$ cat config.mk
export PLATFORM = sky130hd
export DESIGN_NAME = score_bcd_converter
export DESIGN_NICKNAME = d
export VERILOG_FILES = /design/src/rtl/score_pkg.sv /design/src/rtl/bcd_add3_cell.sv /design/src/rtl/score_bcd_converter.sv
export SDC_FILE = /design/constraint.sdc
export NUM_CORES = 1
export LEC_CHECK = 0
export ABC_AREA = 1
export ABC_CLOCK_PERIOD_IN_PS = 2700
export CORE_MARGIN = 8
export CORE_UTILIZATION = 61
export CTS_CLUSTER_SIZE = 8
export DETAILED_ROUTE_END_ITERATION = 8
export GPL_ROUTABILITY_DRIVEN = 0
export PLACE_DENSITY = 0.85
export SLEW_MARGIN = 40
export SYNTH_ARGS = -nofsm -noshare
export SYNTH_HDL_FRONTEND = slang
export SYNTH_SLANG_ARGS = --single-unit
export TNS_END_PERCENT = 50
$ cat constraint.sdc
create_clock -name clk -period 2.7 [get_ports clk]
set_input_delay 0.54 -clock clk [delete_from_list [all_inputs] [get_ports clk]]
set_output_delay 0.54 -clock clk [all_outputs]
set_load 0.02 [all_outputs]
$ cat src/rtl/score_pkg.sv
// -----------------------------------------------------------------------------
// score_pkg
// Shared definitions for the scorekeeper display path: binary score width,
// BCD correction threshold, converter FSM state encoding and a small helper
// used to derive the leading-zero blank flags.
// -----------------------------------------------------------------------------
package score_pkg;

    // Binary score width, shared with the scorekeeper currScore output
    localparam int SCORE_W = 8;

    // A BCD digit at or above this value overflows past 9 when doubled
    localparam logic [3:0] BCD_ADD3_THRESH = 4'd5;

    // Converter FSM states
    typedef enum logic [0:0] {
        ST_IDLE  = 1'b0,
        ST_SHIFT = 1'b1
    } state_t;

    // True when a BCD digit is zero (drives leading-zero blanking)
    function automatic logic is_zero_digit(input logic [3:0] digit);
        return (digit == 4'd0);
    endfunction

endpackage : score_pkg

$ cat src/rtl/bcd_add3_cell.sv
// -----------------------------------------------------------------------------
// bcd_add3_cell
// Double-dabble correction cell: adds 3 to a BCD digit that is >= 5 so the
// following left shift carries correctly into the next decimal digit.
// Purely combinational.
//
// Ports:
//   din   in  4  BCD digit before correction
//   dout  out 4  corrected digit (din + 3 when din >= 5, else din)
// -----------------------------------------------------------------------------
module bcd_add3_cell
    import score_pkg::*;
(
    input  logic [3:0] din,
    output logic [3:0] dout
);

    // Conditional add-3 correction
    always_comb begin
        dout = din;
        if (din >= BCD_ADD3_THRESH) begin
            dout = din + 4'd3;
        end else begin
            dout = din;
        end
    end

endmodule : bcd_add3_cell

$ cat src/rtl/score_bcd_converter.sv
// -----------------------------------------------------------------------------
// score_bcd_converter
// Converts the binary score into three BCD digits for the seven-segment
// decoders using a sequential shift-add-3 (double-dabble), one bit per clock.
// A conversion starts by itself whenever score_in differs from the value last
// captured; score_in is ignored while a conversion is running, so only the
// most recent value is converted once the FSM returns to IDLE. The digit and
// blank outputs are registered and change together on the final shift edge.
//
// Ports:
//   clk         in  1      system clock, rising edge
//   rst         in  1      asynchronous reset, active low
//   score_in    in  WIDTH  binary score from the scorekeeper
//   ones        out 4      BCD ones digit
//   tens        out 4      BCD tens digit
//   hundreds    out 4      BCD hundreds digit
//   tens_blank  out 1      hundreds and tens both zero
//   hund_blank  out 1      hundreds zero
//   busy        out 1      conversion in progress
//   valid       out 1      digits reflect the last captured value
// -----------------------------------------------------------------------------
module score_bcd_converter
    import score_pkg::*;
#(
    parameter int WIDTH  = SCORE_W,
    parameter int DIGITS = 3,
    parameter int CNT_W  = 4
) (
    input  logic             clk,
    input  logic             rst,
    input  logic [WIDTH-1:0] score_in,
    output logic [3:0]       ones,
    output logic [3:0]       tens,
    output logic [3:0]       hundreds,
    output logic             tens_blank,
    output logic             hund_blank,
    output logic             busy,
    output logic             valid
);

    localparam int          BCD_W    = 4 * DIGITS;
    localparam logic [CNT_W-1:0] LAST_CNT = CNT_W'(WIDTH - 1);

    // Registered state
    state_t             state_r;
    logic [CNT_W-1:0]   cnt_r;
    logic [WIDTH-1:0]   shift_r;
    logic [BCD_W-1:0]   scratch_r;
    logic [WIDTH-1:0]   last_r;

    // Next-state values
    state_t             state_s;
    logic [CNT_W-1:0]   cnt_s;
    logic [WIDTH-1:0]   shift_s;
    logic [BCD_W-1:0]   scratch_s;
    logic [WIDTH-1:0]   last_s;
    logic [3:0]         ones_s;
    logic [3:0]         tens_s;
    logic [3:0]         hundreds_s;
    logic               tens_blank_s;
    logic               hund_blank_s;
    logic               busy_s;
    logic               valid_s;

    // Corrected scratch and the combined scratch/shift word after one shift
    logic [BCD_W-1:0]       adj_s;
    logic [BCD_W+WIDTH-1:0] cat_s;

    genvar d;
    generate
        for (d = 0; d < DIGITS; d++) begin : g_add3
            bcd_add3_cell u_add3 (
                .din  (scratch_r[4*d +: 4]),
                .dout (adj_s[4*d +: 4])
            );
        end
    endgenerate

    // Correct first, then shift the whole {scratch, shift} word left by one.
    // The bit shifted out of the top digit is always zero for legal DIGITS.
    assign cat_s = {adj_s, shift_r} << 1;

    // FSM next-state, datapath and output next values
    always_comb begin
        state_s      = state_r;
        cnt_s        = cnt_r;
        shift_s      = shift_r;
        scratch_s    = scratch_r;
        last_s       = last_r;
        ones_s       = ones;
        tens_s       = tens;
        hundreds_s   = hundreds;
        tens_blank_s = tens_blank;
        hund_blank_s = hund_blank;
        busy_s       = busy;
        valid_s      = valid;

        case (state_r)
            ST_IDLE: begin
                if (score_in != last_r) begin
                    shift_s   = score_in;
                    last_s    = score_in;
                    scratch_s = {BCD_W{1'b0}};
                    cnt_s     = {CNT_W{1'b0}};
                    busy_s    = 1'b1;
                    valid_s   = 1'b0;
                    state_s   = ST_SHIFT;
                end else begin
                    state_s   = ST_IDLE;
                end
            end
            ST_SHIFT: begin
                scratch_s = cat_s[BCD_W+WIDTH-1:WIDTH];
                shift_s   = cat_s[WIDTH-1:0];
                cnt_s     = cnt_r + CNT_W'(1);
                // Last input bit has just been shifted in: publish digits
                if (cnt_r == LAST_CNT) begin
                    ones_s       = cat_s[WIDTH +: 4];
                    tens_s       = cat_s[WIDTH+4 +: 4];
                    hundreds_s   = cat_s[WIDTH+8 +: 4];
                    hund_blank_s = is_zero_digit(cat_s[WIDTH+8 +: 4]);
                    tens_blank_s = is_zero_digit(cat_s[WIDTH+8 +: 4]) &
                                   is_zero_digit(cat_s[WIDTH+4 +: 4]);
                    busy_s       = 1'b0;
                    valid_s      = 1'b1;
                    state_s      = ST_IDLE;
                end else begin
                    state_s      = ST_SHIFT;
                end
            end
            default: begin
                state_s = ST_IDLE;
                busy_s  = 1'b0;
                valid_s = 1'b1;
            end
        endcase
    end

    // State, datapath and output registers with asynchronous reset
    always_ff @(posedge clk or negedge rst) begin
        if (!rst) begin
            state_r    <= ST_IDLE;
            cnt_r      <= {CNT_W{1'b0}};
            shift_r    <= {WIDTH{1'b0}};
            scratch_r  <= {BCD_W{1'b0}};
            last_r     <= {WIDTH{1'b0}};
            ones       <= 4'd0;
            tens       <= 4'd0;
            hundreds   <= 4'd0;
            tens_blank <= 1'b1;
            hund_blank <= 1'b1;
            busy       <= 1'b0;
            valid      <= 1'b1;
        end else begin
            state_r    <= state_s;
            cnt_r      <= cnt_s;
            shift_r    <= shift_s;
            scratch_r  <= scratch_s;
            last_r     <= last_s;
            ones       <= ones_s;
            tens       <= tens_s;
            hundreds   <= hundreds_s;
            tens_blank <= tens_blank_s;
            hund_blank <= hund_blank_s;
            busy       <= busy_s;
            valid      <= valid_s;
        end
    end

endmodule : score_bcd_converter

==> results of run 1 <==
-- state kept, by name (all words and copies together), names as in the netlist --
signal      cells
state_r         1
hund_blank      1
hundreds        4
tens            4
busy            1
tens_blank      1
scratch_r      12
valid           1
last_r          8
ones            4
shift_r         8
cnt_r           4
-- power breakdown --
group	total [mW]	internal, mW	switching [mW]
clock network	0.416	0.182	0.234
registers	1.35	1.09	0.261
logic	1.71	0.695	1.01
total	3.48	1.97	1.51
-- final timing paths --
check                                 from           to  slack, ps
worst max-delay path            tens_blank   tens_blank        710
worst min-delay path                   rst  hundreds[0]        170
min in group clk                     valid        valid        470
max in group asynchronous              rst   hund_blank       1740
worst max register to register    cnt_r[0]  hundreds[2]        860
worst min register to register       valid        valid        470
-- cell families after synthesis --
logic type	synth area share [%]
fa+ha+maj	3.40
compound gates	3.40
buf+inv	7.81
simple gates	34.0
flops	47.7
xor+xnor	3.74
-- per-stage QoR --
| step | total power, mW | cell area, sq um | util, % | std cells | hold slack [ps] |
|---|---|---|---|---|---|
| floorplan | 2.54 | 2580 | - | 332 | 244 |
| global placement | 2.99 | 2840 | 70.4 | 400 | 449 |
| detailed placement | 3.09 | 2840 | 70.4 | 400 | 459 |
| CTS | 3.51 | 2920 | 72.4 | 408 | 184 |
| global route | 3.81 | 2920 | 72.4 | 408 | 193 |
| finish | 3.48 | 2920 | 72.4 | 408 | 168 |
-- cells in the final DEF (no fill, tap or decap), drive strengths merged, types with 2 or more instances in the layout --
cell           netlist  final
clkbuf               4      7
xor2                 5      5
o21ai               14     14
clkinv               1      2
a31oi                2      2
nor2                17     17
dfrtp               46     46
nand3               50     50
buf                  8      6
inv                 29     29
xnor2                6      6
dfstp                3      3
nand2              134    134
nand4                4      4
ha                   7      7
clkdlybuf4s50        0     24
-- layout make-up --
| class | instances | area share (%) |
|---|---|---|
| Multi-Input combinational cell | 241 | 39.3 |
| Sequential cell | 49 | 42.2 |
| Clock buffer | 7 | 2.62 |
| Clock inverter | 1 | 0.172 |
| Timing Repair Buffer | 30 | 9.70 |
| Tap cell | 50 | 2.15 |
| Inverter | 30 | 3.86 |
-- routing by layer --
layer	wire length (um)	up-vias
met1	2270	1018
met4	46	0
met5	0	-
met3	276	4
li1	-	1093
met2	2650	60
==> flow_summary.toml, run 1 <==
[timing]
setup_tns_ps = 0
rsz0062_at_grt = "no"
max-slew-margin-rel_pct = 65.4
fin_skew_ps = 7.64
hold_viol_final = 0
fin_crit_ps = 1990
setup_viol = 0
fmax_mhz = 503
final_min_period_over_clock_period_pct = 73.6
tightest_slew_ps = 518
final_max_slew_viol_count = 0
setup_ws_ps = 712

[logic_synthesis]
ys_top_cells_by_count = "nand2_1 (132), nand3_1 (48), dfrtp_1 (46), inv_1 (29)"
yosys.area.top_type_share_pct = 44.6
synth_most_common_cell = "nand2_1"
synth_fp_nets = 349
synth_seq_area_share_pct = 47.7
synthArstFlopShare_pct = 100
synth_flop_cell = "dfrtp_1"
yosys_warnings = 0
netlist-cell-type-count = 24
synth_area_sq_um = 2580
synth_cells = 332
synth_edf_count = 0
yosys.area.top_type = "dfrtp_1"
synth.avg_cell_area_sq_um = 7.77
ys_ff_latch = 49
netlist_top_cells_area = "dfrtp_1 (45%), nand2_1 (19%), nand3_1 (9.3%), inv_1 (4.2%), ha_1 (3.4%)"

[pwr]
power.density_nw_per_um2 = 1190
ir_worst_vdd_uv = 624
p_leak_nw = 1.55

[grt]
gr-usage-met2_pct = 30.7
top_usage_layer = "met2"
grt_usage_pct = 17.5
grt_max_degree = 33
grtUsageMet3_pct = 4.08
grt_pass1_vias = 2060
antenna_found_initial = 0
overflow = 0
gr-usage-met1_pct = 20.6
grt_pass1_wl_um = 9070

[final_layout]
nets = 374
syn_to_final_growth_pct = 13.1
antenna_cells = 0
seq_area_sq_um = 1230
drive_above_1_share_pct = 6.42
multi_input_area_sq_um = 1150
fillers = 334

[worst_setup_path]
critPathCaptureType = "primary output"
crit_fanout = 2
r2r_cells = 5
worstSetupPathType = "reg -> out"
required_ps = 2160
slowest_delay_ps = 600
cp_num_cells = 1
slowest_stage = "clkdlybuf4s50_1"
crit_chain = "clkdlybuf4s50_1"
cp.arrival_ps = 1450
startpoint_type = "flip-flop"
cp_num_buf_inv = 1
crit_family = "buffers and inverters"

[cts]
cts_made_buffers = 5
path_clk_slew_ps = 80
cts_hold_buffers = 0
cts-root-buf = "clkbuf_8"
clk_latency_ps = 300
clockBufferDepth = 2
cts_setup_buffers = 0
htreeDepth = 2
ctsResizeCount = 0
cts.sinks = 49
cts_tree = "yes"

[floorplan]
rows = 23
die_h_um = 81.0
initial_utilization_pct = 64.0
ioPinCount = 26
core_sq_um = 4030
chipWidth_um = 81.0
dieArea_sq_um = 6560

[drt]
wl_per_cell_um = 12.8
ant_nets = 0
num_vias = 2175
vias_per_cell = 5.33
first_pass_iters = 4
drc = 0
drt_wl_total_um = 5240
drt_iter0_markers = 177

[placement]
dp_hpwl_um = 3910
port_buffers = 25
post-place-ws_ps = 445

[worst_hold_path]
hp-class = "in -> async"

[flow_run]
drv_cap = 0

[status]
status = "finished clean"
No activity file was read; power rests on OpenSTA's default activity.
==> run 2: changes to the inputs <==
--- a/config.mk
+++ b/config.mk
@@ -6,13 +6,13 @@
 export NUM_CORES = 1
 export LEC_CHECK = 0
 export ABC_AREA = 1
-export ABC_CLOCK_PERIOD_IN_PS = 2700
+export ABC_CLOCK_PERIOD_IN_PS = 1900
 export CORE_MARGIN = 8
-export CORE_UTILIZATION = 61
+export CORE_UTILIZATION = 56
 export CTS_CLUSTER_SIZE = 8
 export DETAILED_ROUTE_END_ITERATION = 8
 export GPL_ROUTABILITY_DRIVEN = 0
-export PLACE_DENSITY = 0.85
+export PLACE_DENSITY = 0.79
 export SLEW_MARGIN = 40
 export SYNTH_ARGS = -nofsm -noshare
 export SYNTH_HDL_FRONTEND = slang
==> constraint.sdc (replaced) <==
create_clock -name clk -period 1.9 [get_ports clk]
set_input_delay 0.38 -clock clk [delete_from_list [all_inputs] [get_ports clk]]
set_output_delay 0.38 -clock clk [all_outputs]
set_load 0.02 [all_outputs]
==> run 2 against run 1 <==
Wire length shrank 5.6%. Clock skew fell by 3.4 ps. Die area grew 7.1%. Worst hold slack got worse by 130 ps. Final cell count is 1.2% higher. First-iteration DRC count down 18%. Sequential share of layout area decreased by 1.4 points. Sequential power is 41% higher. Critical endpoint is now valid. Largest cell class unchanged. Largest power group unchanged. Highest routed layer unchanged.
==> flow_summary.toml, run 2 (same netlist as run 1, synthesis figures left out) <==
[timing]
fin_crit_ps = 1820
tightest_slew_ps = 426
fmax_mhz = 550
final_max_slew_viol_count = 0
setup_tns_ps = 0
max-slew-margin-rel_pct = 71.5
fin_hold_ws_ps = 39.5
hold_viol_final = 0
fin_skew_ps = 4.27
rsz0062_at_grt = "no"
final_min_period_over_clock_period_pct = 95.7
setup_ws_ps = 81.0
setup_viol = 0

[drt]
drt_iter0_markers = 146
drc = 0
ant_nets = 0
vias_per_cell = 5.17
drt_wl_total_um = 4950
first_pass_iters = 4
wl_per_cell_um = 12.0
num_vias = 2135

[final_layout]
drive_above_1_share_pct = 7.76
top_regs = "scratch_r (12), last_r (8), shift_r (8)"
instances_no_fill = 413
fin_util_pct = 68.9
largest_reg_flops = 12
syn_to_final_growth_pct = 17.1
nets = 377
regMostFlops = "scratch_r"
mostFrequentLayoutCells = "nand2_1 (132), nand3_1 (48), dfrtp_1 (46)"
fin_area_sq_um = 3020
mostFrequentLayoutCell = "nand2_1"
antenna_cells = 0

[placement]
port_buffers = 25
dp_hpwl_um = 3630
dp_cells = 405
placed_area_sq_um = 2890
post-place-ws_ps = -17.7

[worst_setup_path]
required_ps = 1520
startpoint_type = "flip-flop"
slowest_stage = "clkdlybuf4s50_1"
critPathCaptureType = "primary output"
slowest_delay_ps = 600
worstSetupStartpoint = "valid"
crit_family = "buffers and inverters"
timing.rr.start = "cnt_r[0]"
worstSetupPathType = "reg -> out"
crit_chain = "clkdlybuf4s50_1"
crit_fanout = 2
cp.arrival_ps = 1440
cp_num_buf_inv = 1

[pwr]
p_leak_nw = 1.60
power.density_nw_per_um2 = 1720
power.total_mw = 5.18
ir_worst_vdd_uv = 698

[grt]
grt_pass1_vias = 2124
grt_usage_pct = 15.1
antenna_found_initial = 0
grt_pass1_wl_um = 9000
grt_max_degree = 50
overflow = 0

[flow_run]
drv_cap = 0

[cts]
clockBufferDepth = 2
cts.sinks = 49
path_clk_slew_ps = 90
cts-root-buf = "clkbuf_8"
cts_tree = "yes"
cts_hold_buffers = 0
clk_latency_ps = 300
cts_made_buffers = 5
htreeDepth = 2
cts_setup_buffers = 0
ctsResizeCount = 0

[floorplan]
die_h_um = 83.9
core_sq_um = 4380
chipWidth_um = 83.9
dieArea_sq_um = 7030
rows = 24
ioPinCount = 26
initial_utilization_pct = 58.8

[worst_hold_path]
hp-class = "in -> async"

[status]
status = "finished clean"
-- run 2: cell types whose count changed in the layout (fill, tap and decap cells not counted), sizes merged --
cell	change
clkbuf	-2
buf	+3
bufinv	+2
-- run 2: path summary, 6_finish.rpt --
path,endpoint,slack [ps],depth (start not counted)
setup / recovery,valid,80,1
hold / removal,cnt_r[1],40,2
setup reg to reg,tens[0],290,5
hold reg to reg,tens_blank,470,2
max in group asynchronous,tens_blank,1570,2
min in group clk,tens_blank,470,2
-- run 2: area by class of cell --
cell class                 instances  area (sq um)
fill                             371          1370
sequential                        49          1230
multi-input combinational        241          1150
timing repair buffer              33           330
inverter                          30           113
clock buffer                       5          68.8
clock inverter                     3          65.1
tap                               52          65.1
-- run 2: layer usage --
layer  track usage (%)  routed length (um)  part of all wire, %
met1              17.5                2260                   46
met4              5.02                  65                  1.3
met5                 0                   0                    0
met2              25.9                2390                   48
met3              4.59                 232                  4.7
-- run 2: power breakdown --
part / internal, mW / switching (mW) / total, mW / leakage, nW
clock network: 0.523 / 0.343 / 0.865 / 0.0681
registers: 1.55 / 0.350 / 1.90 / 0.598
logic: 1.01 / 1.41 / 2.42 / 0.929
==> run 3: changes to the inputs <==
--- a/config.mk
+++ b/config.mk
@@ -5,14 +5,13 @@
 export SDC_FILE = /design/constraint.sdc
 export NUM_CORES = 1
 export LEC_CHECK = 0
-export ABC_AREA = 1
 export ABC_CLOCK_PERIOD_IN_PS = 1900
 export CORE_MARGIN = 8
-export CORE_UTILIZATION = 56
+export CORE_UTILIZATION = 55
 export CTS_CLUSTER_SIZE = 8
 export DETAILED_ROUTE_END_ITERATION = 8
 export GPL_ROUTABILITY_DRIVEN = 0
-export PLACE_DENSITY = 0.79
+export PLACE_DENSITY = 0.78
 export SLEW_MARGIN = 40
 export SYNTH_ARGS = -nofsm -noshare
 export SYNTH_HDL_FRONTEND = slang
==> run 3 against run 2 <==
Clock power is 29% lower. Core utilization increased by 1.3 points. Synthesized area down 12%. Synthesized cell count shrank 44%. Maximum frequency rose by 0.17%. Design area down 7.1%. Critical path depth stayed put. Worst hold slack improved by 450 ps. Clock-buffer cell count increased by 3. Wire length decreased by 13%. Highest routed layer unchanged. Sequential power about the same. Global-route usage fell by 0.53 points.
==> flow_summary.toml, run 3 <==
[floorplan]
chipWidth_um = 80.4
dieArea_sq_um = 6460
rows = 23
initial_utilization_pct = 57.0
ioPinCount = 26
die_h_um = 80.4
core_sq_um = 4000

[logic_synthesis]
synth_edf_count = 0
netlist-cell-type-count = 30
synth_seq_area_share_pct = 54.0
netlist_top_cells_area = "dfrtp_1 (50%), mux2_2 (9.4%), a22o_1 (5.4%), xnor2_1 (4.2%), ha_1 (3.8%)"
ys_ff_latch = 49
synth.avg_cell_area_sq_um = 12.2
synth_flop_cell = "dfrtp_1"
synth_fp_nets = 204
yosys.area.top_type_share_pct = 50.5
yosys_warnings = 0
ys_top_cells_by_count = "dfrtp_1 (46), mux2_2 (19), a22o_1 (14), nand2_1 (12), xnor2_1 (11)"
synth_cells = 187
synth_most_common_cell = "dfrtp_1"
synthArstFlopShare_pct = 100
synth_area_sq_um = 2280
yosys.area.top_type = "dfrtp_1"

[drt]
vias_per_cell = 5.54
drc = 0
drt_iter0_markers = 70
num_vias = 1558
first_pass_iters = 4
drt_wl_total_um = 4330
ant_nets = 0
wl_per_cell_um = 15.4

[timing]
rsz0062_at_grt = "no"
hold_viol_final = 0
setup_tns_ps = 0
tightest_slew_ps = 393
fmax_mhz = 551
fin_crit_ps = 1820
max-slew-margin-rel_pct = 73.8
final_min_period_over_clock_period_pct = 95.6
final_max_slew_viol_count = 0
fin_hold_ws_ps = 488
setup_viol = 0
fin_skew_ps = 8.97

[worst_setup_path]
critPathCaptureType = "primary output"
cp_num_buf_inv = 1
worstSetupPathType = "reg -> out"
crit_chain = "clkdlybuf4s50_1"
cp.arrival_ps = 1440
rrSetupSlack_ps = 130
required_ps = 1520
slowest_stage = "clkdlybuf4s50_1"
slowest_delay_ps = 600
crit_family = "buffers and inverters"
startpoint_type = "flip-flop"
crit_fanout = 2

[placement]
port_buffers = 25
dp_cells = 272
dp_hpwl_um = 3340

[cts]
clk_latency_ps = 300
clockBufferDepth = 2
cts_setup_buffers = 0
cts.sinks = 49
htreeDepth = 2
cts_made_buffers = 5
cts_tree = "yes"
cts-root-buf = "clkbuf_8"
path_clk_slew_ps = 80
ctsResizeCount = 0

[pwr]
ir_worst_vdd_uv = 640
p_leak_nw = 1.29
power.total_mw = 4.82
power.density_nw_per_um2 = 1720

[final_layout]
mostFrequentLayoutCell = "dfrtp_1"
largest_reg_flops = 12
antenna_cells = 0
syn_to_final_growth_pct = 23.1
instances_no_fill = 281
regMostFlops = "scratch_r"
drive_above_1_share_pct = 23.4
nets = 247
top_regs = "scratch_r (12), last_r (8), shift_r (8)"
fin_util_pct = 70.1
mostFrequentLayoutCells = "dfrtp_1 (46), clkdlybuf4s50_1 (24), mux2_2 (19)"

[grt]
overflow = 0
grt_max_degree = 37
antenna_found_initial = 0
grtUsageMet3_pct = 4.13
top_usage_layer = "met2"
gr-usage-met1_pct = 16.1
grt_pass1_vias = 1697
grt_usage_pct = 14.6
grt_pass1_wl_um = 7420
gr-usage-met2_pct = 25.3

[worst_hold_path]
hp-class = "reg -> reg"

[status]
status = "finished clean"

[flow_run]
drv_cap = 0
==> run 3: cell type report <==
class,count,area [sq um]
Tap cell,50,62.6
Multi-Input combinational cell,121,986
Timing Repair Buffer,44,403
Fill cell,297,1190
Clock buffer,8,90.1
Inverter,9,33.8
Sequential cell,49,1230
==> run 3: worst paths after layout <==
path	from	to	depth (start not counted)
worst max-delay path	tens_blank	tens_blank	1
worst min-delay path	tens_blank	tens_blank	2
worst max register to register	scratch_r[8]	tens_blank	6
worst min register to register	tens_blank	tens_blank	2
max in group asynchronous	rst	valid	3
min in group asynchronous	rst	hundreds[0]	2
==> run 3: cell families after synthesis <==
| group | count (synthesis) | synth area share, % |
|---|---|---|
| AO/OA/AOI/OAI | 37 | 13.2 |
| XOR/XNOR | 12 | 4.61 |
| adder cells (fa/ha/maj) | 7 | 3.84 |
| buffers and inverters | 17 | 3.02 |
| flip-flops | 49 | 54.0 |
| multiplexers | 24 | 11.6 |
| AND/OR/NAND/NOR | 41 | 9.77 |
==> run 3: what timing repair did <==
item	CTS	global route
endpoints found under the setup margin	0	0
hold endpoints to repair	11	0
hold buffers	1	0
==> run 3: metal layers <==
metal | vias to the layer above | share of wire [%]
met5 | - | 0
met4 | 0 | 2.4
met3 | 8 | 5.2
met2 | 38 | 52
met1 | 762 | 41
li1 | 750 | -
==> run 3: report_power, final <==
part           internal [mW]  switching (mW)  total [mW]
clock                  0.297           0.321       0.618
sequential              1.55           0.357        1.91
combinational           1.22            1.07        2.29
==> run 3: through the flow <==
step / worst slack, ps / cell area, sq um
finish: 84.2 / 2810
global route: 5.14 / 2810
CTS: 59.8 / 2810
detailed placement: -128 / 2710
global placement: -63.8 / 2710
floorplan: 272 / 2280
